==> src/rtl/noc_flit_if_skid_fifo_if.sv <==
// NoC configuration package and the valid/ready flit interface shared by the skid FIFO.
package noc_flit_if_skid_fifo_pkg;

   typedef struct packed {
      logic [15:0] dest_w;
      logic [15:0] payload_w;
   } noc_cfg_t;

   localparam noc_cfg_t NOC_DEFAULT_CONFIG = '{dest_w: 16'd8, payload_w: 16'd24};

   // Flit width derived from the NoC configuration
   function automatic int unsigned flit_w(noc_cfg_t cfg);
      return 32'(cfg.dest_w) + 32'(cfg.payload_w);
   endfunction

endpackage

interface noc_flit_if #(
   parameter int unsigned FLIT_W =
      noc_flit_if_skid_fifo_pkg::flit_w(noc_flit_if_skid_fifo_pkg::NOC_DEFAULT_CONFIG)
);
   logic              valid;
   logic              ready;
   logic [FLIT_W-1:0] flit;

   modport master (output valid, output flit, input ready);
   modport slave  (input valid, input flit, output ready);
endinterface

==> src/rtl/noc_flit_if_skid_fifo.sv <==
// FWFT flit FIFO terminating a registered-ready link; keeps SLACK entries free
// so flits launched after ready drops are still absorbed.
module noc_flit_if_skid_fifo
   import noc_flit_if_skid_fifo_pkg::*;
#(
   parameter noc_cfg_t    CONFIG = NOC_DEFAULT_CONFIG,
   parameter int unsigned DEPTH  = 4,
   parameter int unsigned SLACK  = 2
) (
   input  logic                         clk,
   input  logic                         rst_n,
   noc_flit_if.slave                    flit_in_if,
   noc_flit_if.master                   flit_out_if,
   output logic [$clog2(DEPTH+1)-1:0]   count,
   output logic                         overflow
);

   localparam int unsigned FLIT_W  = flit_w(CONFIG);
   localparam int unsigned PTR_W   = $clog2(DEPTH);
   localparam int unsigned COUNT_W = $clog2(DEPTH+1);

   logic [FLIT_W-1:0]  mem [DEPTH];
   logic [PTR_W-1:0]   wr_ptr;
   logic [PTR_W-1:0]   rd_ptr;
   logic               valid_q;
   logic               ready_q;

   logic               full_c;
   logic               pop_c;
   logic               push_c;
   logic               drop_c;
   logic [COUNT_W-1:0] count_next_c;

   // Handshake decode; push ignores our own ready since upstream never holds its flit
   always_comb begin
      full_c       = (count == COUNT_W'(DEPTH));
      pop_c        = valid_q && flit_out_if.ready;
      push_c       = flit_in_if.valid && (!full_c || pop_c);
      drop_c       = flit_in_if.valid && full_c && !pop_c;
      count_next_c = count;
      if (push_c && !pop_c) begin
         count_next_c = count + COUNT_W'(1);
      end else if (pop_c && !push_c) begin
         count_next_c = count - COUNT_W'(1);
      end
   end

   always_ff @(posedge clk or negedge rst_n) begin
      if (!rst_n) begin
         count    <= '0;
         wr_ptr   <= '0;
         rd_ptr   <= '0;
         valid_q  <= 1'b0;
         ready_q  <= 1'b1;
         overflow <= 1'b0;
      end else begin
         count   <= count_next_c;
         valid_q <= (count_next_c != '0);
         ready_q <= ((COUNT_W'(DEPTH) - count_next_c) > COUNT_W'(SLACK));
         if (push_c) begin
            wr_ptr <= wr_ptr + PTR_W'(1);
         end
         if (pop_c) begin
            rd_ptr <= rd_ptr + PTR_W'(1);
         end
         if (drop_c) begin
            overflow <= 1'b1;
         end
      end
   end

   // Storage carries no reset; only entries behind valid count are ever observed
   always_ff @(posedge clk) begin
      if (push_c) begin
         mem[wr_ptr] <= flit_in_if.flit;
      end
   end

   assign flit_in_if.ready  = ready_q;
   assign flit_out_if.valid = valid_q;
   assign flit_out_if.flit  = valid_q ? mem[rd_ptr] : '0;

   a_valid_needs_data: assert property (@(posedge clk) disable iff (!rst_n)
      flit_out_if.valid |-> (count != '0));

endmodule

==> src/flat_wrapper.sv <==
// flat-port wrapper written by rule: the top's interface ports become plain ports
module noc_flit_if_skid_fifo_flat import noc_flit_if_skid_fifo_pkg::*;
#(
   parameter noc_cfg_t    CONFIG = NOC_DEFAULT_CONFIG,
   parameter int unsigned DEPTH  = 4,
   parameter int unsigned SLACK  = 2
)
  (clk, rst_n, count, overflow, flit_in_if_valid, flit_in_if_flit, flit_in_if_ready, flit_out_if_valid, flit_out_if_flit, flit_out_if_ready);
  noc_flit_if #(.FLIT_W((flit_w(NOC_DEFAULT_CONFIG)))) flit_in_if_i ();
  noc_flit_if #(.FLIT_W((flit_w(NOC_DEFAULT_CONFIG)))) flit_out_if_i ();
  input  logic clk;
  input  logic rst_n;
  output logic [$clog2(DEPTH+1)-1:0] count;
  output logic overflow;
  input wire logic [$bits(flit_in_if_i.valid)-1:0] flit_in_if_valid;
  input wire logic [$bits(flit_in_if_i.flit)-1:0] flit_in_if_flit;
  output wire logic [$bits(flit_in_if_i.ready)-1:0] flit_in_if_ready;
  output wire logic [$bits(flit_out_if_i.valid)-1:0] flit_out_if_valid;
  output wire logic [$bits(flit_out_if_i.flit)-1:0] flit_out_if_flit;
  input wire logic [$bits(flit_out_if_i.ready)-1:0] flit_out_if_ready;
  assign flit_in_if_i.valid = flit_in_if_valid;
  assign flit_in_if_i.flit = flit_in_if_flit;
  assign flit_in_if_ready = flit_in_if_i.ready;
  assign flit_out_if_valid = flit_out_if_i.valid;
  assign flit_out_if_flit = flit_out_if_i.flit;
  assign flit_out_if_i.ready = flit_out_if_ready;
  noc_flit_if_skid_fifo #(.CONFIG(CONFIG), .DEPTH(DEPTH), .SLACK(SLACK)) u_core (.clk(clk), .rst_n(rst_n), .flit_in_if(flit_in_if_i), .flit_out_if(flit_out_if_i), .count(count), .overflow(overflow));
endmodule
==> config.mk <==
export PLATFORM = sky130hd
export DESIGN_NAME = noc_flit_if_skid_fifo_flat
export DESIGN_NICKNAME = d
export VERILOG_FILES = /design/src/rtl/noc_flit_if_skid_fifo_if.sv /design/src/rtl/noc_flit_if_skid_fifo.sv /design/src/flat_wrapper.sv
export SDC_FILE = /design/constraint.sdc
export NUM_CORES = 1
export LEC_CHECK = 0
export ABC_CLOCK_PERIOD_IN_PS = 2800
export CELL_PAD_IN_SITES_DETAIL_PLACEMENT = 0
export CELL_PAD_IN_SITES_GLOBAL_PLACEMENT = 1
export CORE_ASPECT_RATIO = 0.7
export CORE_UTILIZATION = 57
export CTS_BUF_LIST = sky130_fd_sc_hd__clkbuf_8
export DETAILED_ROUTE_END_ITERATION = 10
export DONT_BUFFER_PORTS = 1
export PLACE_DENSITY = 0.88
export SYNTH_ARGS = -nofsm -noshare
export SYNTH_HDL_FRONTEND = slang
export SYNTH_SLANG_ARGS = --single-unit
==> constraint.sdc <==
create_clock -name clk -period 2.8 [get_ports clk]
set_clock_uncertainty 0.05 [all_clocks]
set_input_delay 0.14 -clock clk [delete_from_list [all_inputs] [get_ports clk]]
set_output_delay 0.14 -clock clk [all_outputs]
set_load 0.01 [all_outputs]
Yosys cells after proc, flatten, opt, wreduce, memory -nomap -nowiden. Memory sizes are Yosys's and may differ from the RTL's. Index checks and enable logic that the tools add are counted.

Register bits after elaboration: 10. Word-level logic and storage cells: 30. Input bits: 36. Output and inout port bits: 38. Memory bits (writable): 128. Memories kept: 1.

Muxes and demuxes: 5. Add/subtract/negate cells: 5. Equality and inequality tests: 1. Reduce and logical (&&, ||, !) cells: 11. $lt $le $gt $ge: 1.

Memories: u_core.mem (depth 4, bits a word 32, read ports 1, clocked after memory_dff 0, wr ports 1, RTL line noc_flit_if_skid_fifo.sv:22) `logic [FLIT_W-1:0] mem [DEPTH];`.

Operators by type and width (count): $mux W32 (1); $logic_and A1 B1 Y1 (6); $mux W3 (2); $add A2 B1 Y2 const B (2); $add A3 B1 Y3 const B (1); $eq A3 B3 Y1 const B (1); $gt A3 B2 Y1 const B (1); $logic_not A1 Y1 (3); $reduce_bool A3 Y1 (1); $sub A3 B1 Y3 const B (1); $sub A3 B3 Y3 const A (1); $mux W1 (2); $logic_or A1 B1 Y1 (1).

Depth between registers and ports, before layout.
Depth in word-level cells: 10. Gate-level depth with buffers: 8. Gate-level depth less buffers: 8.

Worst setup path after synthesis. No wires, ideal clock.

Kind: reg-to-reg. Start point: register u_core.count[0]. End point: memory u_core.mem[0][0] (netlist bit), enable pin. Setup time: 392 ps. Stages on the path, launching flop included: 5. Buffers on the path: 0. Path slack: 513 ps. Arrival: 1845 ps. Clock period less this slack: 2287 ps. Data required time: 2358 ps. Cells stage by stage: dfrtp_1 > inv_1 > ha_1 > a31oi_2 > and2_1.

Cells in the longest elaborated chain, start to end: 6.

Ends and longest elaborated chain: from (decl) (RTL line noc_flit_if_skid_fifo.sv:14) `output logic [$clog2(DEPTH+1)-1:0] count,`; from (signal assigned) (RTL line noc_flit_if_skid_fifo.sv:57) `count <= count_next_c;`; $eq A3 B3 Y1 (RTL line noc_flit_if_skid_fifo.sv:36) `full_c = (count == COUNT_W'(DEPTH));`; $logic_not A1 Y1 (RTL line noc_flit_if_skid_fifo.sv:38) `push_c = flit_in_if.valid && (!full_c || pop_c);`; $logic_or A1 B1 Y1 (RTL line noc_flit_if_skid_fifo.sv:38); $logic_and A1 B1 Y1 (RTL line noc_flit_if_skid_fifo.sv:38); $mux W1 (RTL line noc_flit_if_skid_fifo.sv:74) `if (push_c) begin`; $mux W1 (implied by the code) (RTL line noc_flit_if_skid_fifo.sv:75) `mem[wr_ptr] <= flit_in_if.flit;`; to (decl) (RTL line noc_flit_if_skid_fifo.sv:22).

No other way between the ends.

Worst setup path after layout.
Start point: register u_core.rd_ptr[0]. End point: output port flit_out_if_flit[27].

Cells in the longest elaborated chain, start to end: 2.

Ends and longest elaborated chain: from (decl) (RTL line noc_flit_if_skid_fifo.sv:24) `logic [PTR_W-1:0] rd_ptr;`; from (signal assigned) (RTL line noc_flit_if_skid_fifo.sv:64) `rd_ptr <= rd_ptr + PTR_W'(1);`; $mem_v2 Z4 W32; $mux W32 (RTL line noc_flit_if_skid_fifo.sv:81) `assign flit_out_if.flit = valid_q ? mem[rd_ptr] : '0;`; to (decl) (RTL line flat_wrapper.sv:19) `output wire logic [$bits(flit_out_if_i.flit)-1:0] flit_out_if_flit;`.

No other way between the ends.

==> results.md <==
- Iter 0 DRT Violations: 255
- Fmax: 422 MHz
- PortBufs: 0
- First-pass GRT wire length: 15600 um
- Post-synth EDFFs: 128
- Hold depth: 3
- Post-route setup TNS: 0 ns
- Post-synth net total: 306
- IO Count: 74
- Area delta synth->final: 16.9%
- Initial Utilization: 0.598
- CTS tree: yes
- RSZ-0062 raised after global routing: no
- Htree depth: 4
- Final setup violation count: 0
- Slew Limit Fails: 0
- Num CTS Buffers: 17
- Clk slew on worst S/H paths: 0.07 ns
- Setup bufs post-CTS: 0
- Worst-skew pair later-pin latency: 0.42 ns
- Cell taking the most area after synthesis: edfxtp_1
- Reg2reg setup slack: 0.59 ns
- Hold Path End: u_core.count[0]
- Delay-heaviest family, CP: flip-flops
- Net switching power of the design: 1.98 mW
- Reg2Reg Depth: 8
- Synth unique cells: 30
- Clock share of power: 0.252
- RePlAce Congestion: 0.723
- Post-CTS sizing: 0
- Avg Vias per Cell: 5.61
- Min Tclk post-route: 2.37 ns
- CORE AREA: 9220 um^2
- Initial antenna violation count: 0
- Reg2reg start: u_core.count[0]
- Slew @ Worst Pin: 0.495 ns
- Detailed Place HPWL: 6260 um
- Remaining Overflow, GRT: 0
- Post-synth top area share: 0.698
- Antenna-violating nets left: 0
- Share of cells above drive strength 1: 0.239
- Post-Syn Area per Cell: 21.2 um^2
- Tcrit/Tclk final: 0.847
- GRT Overall Usage: 0.219
- Root buf cell: clkbuf_8
- Kind of critical path: flop to primary output
- Relative slew slack: 0.669
- Final Hold Fails: 0
- FF/Latch Area: 4100 um^2
- Vias: 2531
- Status: completed
- Worst path slowest cell: dfrtp_2
- Sequential Power Share: 0.446
- Die height: 84.3 um
- Max VDD drop: 539 uV
- Switching share of power: 0.300
- Worst r2r dst: u_core.flit_in_if.ready
- Combinational fraction of design power: 0.302
- Critical Path Max Stage Delay: 0.58 ns
- Fin nets: 361
- Worst Setup End Kind: primary output
- Die X: 120 um
- Hold Buf Count CTS: 35
- FP Rows: 29
- Sequential fraction of the synthesis area: 0.743
- CP required: 2.61 ns
- HP Start: flit_out_if_ready
- Synth Flop Type: edfxtp_1
- Full die area: 10100 um^2
- Filler cells: 590
- Min-delay worst type: primary input to flop
- TritonCTS Sinks: 138
- Static leakage: 2.20 nW
- Worst-path fanout max: 17
- Synth top cells by count: edfxtp_1, and2_1, mux4_2
- Synth Cell Area: 5510 um^2
- CP startpoint kind: flop
- Synth warn: 0
- Count leader, synth: edfxtp_1
- Final wirelength: 9870 um
- Largest net degree at the start of global routing: 39
- Seq cells post-synth: 138
- DRC viols: 0
- Drt first pass iters: 5
- Asr flop ratio synth: 0.0725
- Wire per inst: 21.9 um
- Clk buf depth: 2
- CP bufs+invs: 1
- Crit path DAT: 2.18 ns
- Crit path cell chain: buf_4 -> mux4_2 -> and2_1
- Internal power of the cells: 4.61 mW
- Largest cells by area after synthesis: edfxtp_1, mux4_2, and2_1
- Number of antenna diodes: 0
- Max-Cap Viols: 0
- Hold_ws: 0.0466 ns
- Multi-input logic area: 1290 um^2
- PD cells: 1020 nW/um^2
- Vias in the first global route: 2859
- Cells after Synth: 260
-- how the worst max path moves through the flow --
stage / startpoint / endpoint / slack [ns] / depth (start not counted)
after floorplan: u_core.count[0] / u_core.mem[0][0] / 0.51 / 4
after global placement: u_core.count[0] / u_core.flit_in_if.ready / 0.70 / 8
after detailed placement: u_core.count[0] / u_core.flit_in_if.ready / 0.64 / 8
after CTS: u_core.rd_ptr[0] / flit_out_if_flit[27] / 0.35 / 3
after global routing: u_core.rd_ptr[0] / flit_out_if_flit[27] / 0.25 / 3
final: u_core.rd_ptr[0] / flit_out_if_flit[27] / 0.43 / 3
-- power by group through the flow --
| stage | Clock [mW] | Combinational, mW | Sequential (mW) |
|---|---|---|---|
| 3_5_place_dp | 0 | 1.97 | 2.99 |
| 2_1_floorplan | 0 | 1.64 | 2.90 |
| 4_1_cts | 1.69 | 2.04 | 2.94 |
| 3_3_place_gp | 0 | 1.92 | 2.96 |
| 6_report | 1.66 | 1.99 | 2.94 |
| 5_1_grt | 1.78 | 2.18 | 2.97 |
-- flip-flops by register name (all words and copies together) (netlist names) --
register / flops
u_core.mem: 128
u_core.count: 3
u_core.rd_ptr: 2
u_core.wr_ptr: 2
u_core.flit_in_if.ready: 1
u_core.flit_out_if.valid: 1
u_core.overflow: 1
-- cell type report --
class,instances,share of cell area
Tap cell,124,0.0241
Clock buffer,17,0.0363
Multi-Input combinational cell,104,0.200
Timing Repair Buffer,48,0.0715
Sequential cell,138,0.636
Clock inverter,14,0.0280
Inverter,6,0.00350
-- layer usage --
layer	global-route usage	up-vias	routed length [um]
li1	-	1152	-
met1	0.286	1286	4150
met2	0.341	85	4810
met3	0.0883	8	804
met4	0.0705	0	108
met5	0	-	0
-- stage by stage --
stage | area [um^2] | cells | setup slack, ns | utilization | power (mW)
4_1_cts | 6440 | 451 | 0.352 | 0.699 | 6.67
5_1_grt | 6440 | 451 | 0.255 | 0.699 | 6.93
3_5_place_dp | 5670 | 385 | 0.641 | 0.616 | 4.95
6_report | 6440 | 451 | 0.428 | 0.699 | 6.58
3_3_place_gp | 5670 | 385 | 0.703 | 0.616 | 4.88
2_1_floorplan | 5510 | 260 | 0.513 | - | 4.54
-- worst register-to-register path, delay by kind of cell, from the launching register on --
| kind | cells | cell delay (ns) |
|---|---|---|
| compound gates | 3 | 0.49 |
| fa+ha+maj | 3 | 0.74 |
| flops | 1 | 0.46 |
| xor+xnor | 1 | 0.29 |
| buf+inv | 1 | 0.13 |
-- placed cells by master, fill, tap and decap left out, drive strengths merged, types with 3 or more instances in the layout --
master | synthesis | final
edfxtp | 128 | 128
and2 | 36 | 36
dlygate4sd3 | 0 | 35
mux4 | 32 | 32
clkbuf | 4 | 17
buf | 8 | 13
ha | 10 | 10
dfrtp | 9 | 9
clkinv | 0 | 8
inv | 6 | 6
xnor2 | 5 | 5
bufinv | 0 | 4
nand3 | 3 | 3
a31oi | 3 | 3
-- cell families after synthesis --
group,count (synthesis),share of synthesized area
and+or+nand+nor,47,0.0547
AOI/OAI and AO/OA,9,0.0123
xor gates and xnor gates,5,0.00795
adders and majority gates,10,0.0227
DFF,138,0.743
muxes,33,0.136
buffers and inverters,18,0.0234
(Power assumes the default switching activity.)
